[config.mk]
export PLATFORM = sky130hd
export DESIGN_NAME = param_modulo_counter
export DESIGN_NICKNAME = d
export VERILOG_FILES = /design/src/rtl/param_modulo_counter.sv
export SDC_FILE = /design/constraint.sdc
export NUM_CORES = 1
export LEC_CHECK = 0
export ABC_AREA = 1
export BUFFER_PORTS_ARGS = -buffer_cell sky130_fd_sc_hd__clkbuf_2
export CAP_MARGIN = 10
export CORE_AREA = 2 2 71 73
export CTS_CLUSTER_SIZE = 12
export DETAILED_ROUTE_END_ITERATION = 8
export DIE_AREA = 0 0 73 75
export PLACE_DENSITY = 0.8
export SLEW_MARGIN = 20
export SYNTH_ARGS = -nofsm -noshare
export SYNTH_HDL_FRONTEND = slang
export SYNTH_SLANG_ARGS = --single-unit
[constraint.sdc]
create_clock -name clk -period 2.95 [get_ports clk]
set_input_delay 0.7375 -clock clk [delete_from_list [all_inputs] [get_ports clk]]
set_output_delay 0.7375 -clock clk [all_outputs]
set_load 0.01 [all_outputs]
[src/rtl/param_modulo_counter.sv]
// Modulo counter with a run-time limit register and wrap, saturate and one-shot modes.
// Every output comes straight from a flop. rst_n is asynchronous and resets while high.
module param_modulo_counter #(
  parameter int               WIDTH       = 8,
  parameter logic [WIDTH-1:0] RESET_LIMIT = {WIDTH{1'b1}}
) (
  input  logic             clk,
  input  logic             rst_n,
  input  logic             en,
  input  logic             load,
  input  logic [WIDTH-1:0] load_val,
  input  logic             lim_wr,
  input  logic [WIDTH-1:0] lim_val,
  input  logic             up,
  input  logic [1:0]       mode,
  output logic [WIDTH-1:0] count,
  output logic [WIDTH-1:0] limit,
  output logic             tc,
  output logic             busy,
  output logic             done
);

  typedef enum logic [1:0] {
    MODE_WRAP     = 2'b00,
    MODE_SAT      = 2'b01,
    MODE_ONESHOT  = 2'b10,
    MODE_WRAP_ALT = 2'b11
  } mode_t;

  typedef enum logic [1:0] {
    ST_IDLE = 2'b00,
    ST_RUN  = 2'b01,
    ST_DONE = 2'b10
  } state_t;

  state_t           state_q, state_d;
  logic [WIDTH-1:0] count_q, count_d;
  logic [WIDTH-1:0] limit_q, limit_d;
  logic             tc_q, tc_d;
  logic             busy_q, busy_d;
  logic             done_q, done_d;

  mode_t            mode_e;
  logic             is_sat, is_oneshot, is_wrap;
  logic [WIDTH-1:0] term;
  logic [WIDTH-1:0] load_clamped;
  logic [WIDTH-1:0] stepped;
  logic             step;
  logic             sat_hold;
  logic             reach;

  always_comb begin
    mode_e     = mode_t'(mode);
    is_sat     = (mode_e == MODE_SAT);
    is_oneshot = (mode_e == MODE_ONESHOT);
    is_wrap    = !is_sat && !is_oneshot;
    term       = up ? limit_q : '0;
    // The clamp deliberately uses the limit as it stands before any same-cycle limit write.
    load_clamped = (load_val > limit_q) ? limit_q : load_val;
    step       = en && !load && (!is_oneshot || state_q == ST_RUN);
  end

  // One-shot runs use saturate arithmetic, so only wrap mode folds around the ends.
  always_comb begin
    stepped = count_q;
    if (up) begin
      if (count_q >= limit_q) stepped = is_wrap ? '0 : limit_q;
      else                    stepped = count_q + 1'b1;
    end else begin
      if (count_q == '0)      stepped = is_wrap ? limit_q : '0;
      else                    stepped = count_q - 1'b1;
    end
  end

  // A saturated counter that cannot move is holding, not stepping, so it must not
  // re-pulse tc. Wrap with limit 0 does pulse every enabled cycle.
  always_comb begin
    sat_hold = is_sat && (stepped == count_q);
    reach    = step && (stepped == term) && !sat_hold;
  end

  always_comb begin
    count_d = count_q;
    limit_d = limit_q;
    tc_d    = 1'b0;
    if (load)      count_d = load_clamped;
    else if (step) count_d = stepped;
    if (lim_wr)    limit_d = lim_val;
    if (!load)     tc_d = reach;
  end

  // NOTE: every signal assigned in an always_comb gets a default first so that no path
  // leaves it unassigned; a missing default is how latches get inferred.
  always_comb begin
    state_d = state_q;
    if (!is_oneshot) begin
      state_d = ST_IDLE;
    end else if (load) begin
      state_d = ST_RUN;
    end else if (state_q == ST_RUN && reach) begin
      state_d = ST_DONE;
    end
    busy_d = (state_d == ST_RUN);
    done_d = (state_d == ST_DONE);
  end

  // NOTE: sequential state uses non-blocking assignments only, so every flop samples
  // the pre-edge values no matter how the always_ff blocks are ordered.
  always_ff @(posedge clk or posedge rst_n) begin
    if (rst_n) begin
      state_q <= ST_IDLE;
      count_q <= '0;
      limit_q <= RESET_LIMIT;
      tc_q    <= 1'b0;
      busy_q  <= 1'b0;
      done_q  <= 1'b0;
    end else begin
      state_q <= state_d;
      count_q <= count_d;
      limit_q <= limit_d;
      tc_q    <= tc_d;
      busy_q  <= busy_d;
      done_q  <= done_d;
    end
  end

  assign count = count_q;
  assign limit = limit_q;
  assign tc    = tc_q;
  assign busy  = busy_q;
  assign done  = done_q;

endmodule

==> flow_summary.json <==
{
  "outcome": "complete, no violations",
  "slew_headroom_pct": 44.6,
  "vias": 2919,
  "drt_pass1_iterations": 6,
  "vdd.ir_drop.worst_uv": 293,
  "yosys_warnings": 0,
  "gr-usage-all-layers_pct": 32.3,
  "gp_congestion": 1.05,
  "stdcell_area_sq_um": 3020,
  "startpoint_type": "flip-flop",
  "min_path_type": "flip-flop to flip-flop",
  "crit_path_start": "limit[7]",
  "multi_input_area_sq_um": 1730,
  "post-place-ws_ns": 0.193,
  "min_from": "state_q[0]",
  "final_antenna_net_count": 0,
  "grt_setup_unrepaired": "false",
  "place_area_sq_um": 2910,
  "synth.area.top_cells": "nand2_1 (16%), dfrtp_1 (13%), nand3_1 (11%), ha_1 (9.9%), dfstp_2 (8.3%)",
  "final-hold-violation-count": 0,
  "yosysSeqAreaShare_pct": 21.1,
  "num_rows": 25,
  "end_kind": "flip-flop",
  "holdPathStages": 3,
  "fillers": 456,
  "crit_type": "flip-flop to flip-flop",
  "portBuffers": 42,
  "die_w_microns": 73,
  "start_util_pct": 54.4,
  "maxCapViolCount": 0,
  "avgSynthCellArea_sq_um": 6.45,
  "worstMarginPinSlew_ns": 0.830,
  "register_area_sq_um": 536,
  "cp.required_ns": 3.12,
  "finalCritPeriodShare_pct": 92.2,
  "nNetsFinal": 498,
  "clkTransAtPathRegs_ns": 0.08,
  "dp_hpwl_microns": 6510,
  "drive_gt1_share_pct": 28.7,
  "grt_pass1_wl_microns": 13400,
  "htree_levels": 1,
  "fin_skew_ns": 0.00320,
  "yosysTopAreaCell": "nand2_1",
  "r2r_cells": 19,
  "grt_overflow": 0,
  "wl_microns": 8250,
  "place_inst": 501,
  "worstPathMaxFanout": 4,
  "antenna_cells": 0,
  "critical_path_arrival_ns": 2.89,
  "setup_viol": 0,
  "syn_inst": 393,
  "synth_top_area_share_pct": 15.5,
  "grt_max_degree": 22,
  "tns_ns": 0,
  "drtIter0Drc": 241,
  "die_height_microns": 75,
  "p_total_w": 0.00160,
  "grt_antenna_before_repair": 0,
  "timing.rr.start": "limit[7]",
  "reg2reg_to": "busy",
  "final_common_cell": "nand2_1",
  "whs_endpoint": "done",
  "cts_root_buf": "clkbuf_8",
  "drc_errors": 0,
  "area_delta_synth_final_pct": 18.9,
  "layout_common_cells": "nand2_1 (103), nand3_1 (51), inv_1 (44)",
  "numCtsBuffers": 3,
  "max_freq_mhz": 368,
  "syn_nets": 437,
  "r2r_setup_slack_ns": 0.23,
  "p_per_area_nw_per_um2": 532,
  "io_pins": 43,
  "worst_slack_ns": 0.229,
  "stdcell_count": 507,
  "finalCriticalPeriod_ns": 2.72,
  "clk_path_buf_depth": 2,
  "slew_violations": 0,
  "vias_per_cell": 5.76,
  "core_area_sq_um": 4660,
  "yosysUniqueCellTypes": 35,
  "clock_sinks": 21,
  "wire_per_inst_microns": 16.3,
  "synth-seq-cells": 21,
  "grt_pass1_vias": 2754,
  "insertion_delay_ns": 0.27,
  "cts_tree": "done",
  "die_area_sq_um": 5480,
  "leakage_nw": 1.63,
  "synth_area_sq_um": 2540
}
==> cells in the mapped netlist <==
cell and number:
nor2_1 33, ha_1 20, nand3_4 2, dfrtp_1 13, a21oi_1 14, o21ai_2 2
xor2_1 7, dfstp_2 8, clkinv_1 1, nand3_2 8, a211oi_1 1, nand2_1 105
inv_2 5, nor2_8 1, o21ai_1 3, a21o_1 1, a31oi_1 3, buf_6 3
clkbuf_1 4, nand4_1 3, nor2_2 5, o211ai_1 4, nand2_2 13, inv_1 44
clkinv_8 1, clkbuf_4 1, o211ai_2 2, o21ai_0 23, inv_4 1, clkinv_4 1
nand3_1 54, nor2_4 1, buf_2 1, buf_4 4, and2_1 1
==> cells by family (layout without fill, tap and decap cells) <==
family                   after synthesis  in the layout  share of synthesized area [%]
buffers and inverters                 66            126                           12.2
flip-flops                            21             21                           21.1
XOR/XNOR                               7              7                           2.42
AO/OA/AOI/OAI                         53             53                           12.1
adder cells (fa/ha/maj)               20             20                           9.87
AND/OR/NAND/NOR                      226            226                           42.3
==> how the worst max path moves through the flow <==
stage | slack [ns] | cells past startpoint | endpoint
4_1_cts | 0.20 | 19 | busy
3_5_place_dp | 0.19 | 19 | busy
6_report | 0.23 | 19 | busy
3_3_place_gp | 0.23 | 19 | busy
2_1_floorplan | 0.51 | 18 | busy
5_1_grt | 0.02 | 18 | state_q[0]
==> registers in the layout (all words and copies together) (netlist names) <==
signal	flops
done	1
busy	1
tc	1
state_q	2
limit	8
count	8
==> stage by stage <==
stage | hold slack (ns) | utilization [%]
floorplan | 0.519 | -
global placement | 0.543 | 62.4
detailed placement | 0.562 | 62.4
CTS | 0.575 | 63.4
global route | 0.605 | 64.7
finish | 0.566 | 64.7
==> area by class of cell <==
type                       instances  area share (%)
inverter                          53            7.26
clock inverter                     1           0.166
sequential                        21            17.8
multi-input combinational        306            57.4
tap                               54            2.24
clock buffer                       3            1.37
timing repair buffer              69            13.8
==> power breakdown <==
group	leakage [nW]	internal, W	switching, W	total [W]
registers	0.247	0.000331	0.0000307	0.000362
logic	1.36	0.000383	0.000663	0.00105
clock network	0.0255	0.0000943	0.000102	0.000196
total	1.63	0.000808	0.000796	0.00160
==> critical path, cell delays in order, from the launching register on <==
cell     delay [ns]
dfstp_2        0.59
inv_1          0.09
ha_1           0.29
a21o_1         0.19
nor2_2         0.18
buf_4          0.14
buf_4          0.12
nand3_1        0.10
nand3_2        0.13
nand2_2        0.06
nand2_1        0.06
nand2_1        0.05
nor2_1         0.10
nand2_1        0.07
nor2_2         0.09
nand3_1        0.10
nand2_1        0.08
nand2_2        0.06
nand2_2        0.09
nor2_2         0.03
==> routing by layer <==
| metal | vias to the layer above | global-route usage (%) | part of all wire (%) |
|---|---|---|---|
| li1 | 1392 | - | - |
| met3 | 40 | 4.02 | 9.4 |
| met4 | 0 | 17.9 | 5.5 |
| met5 | - | 0 | 0 |
| met1 | 1326 | 40.7 | 40 |
| met2 | 161 | 54.0 | 46 |
==> timing repair <==
item / in CTS / in global routing
hold buffers: 0 / 0
resized for setup: 0 / 9
endpoints found under the setup margin: 0 / 4
setup buffers: 0 / 2
No activity file was read; power rests on OpenSTA's default activity.
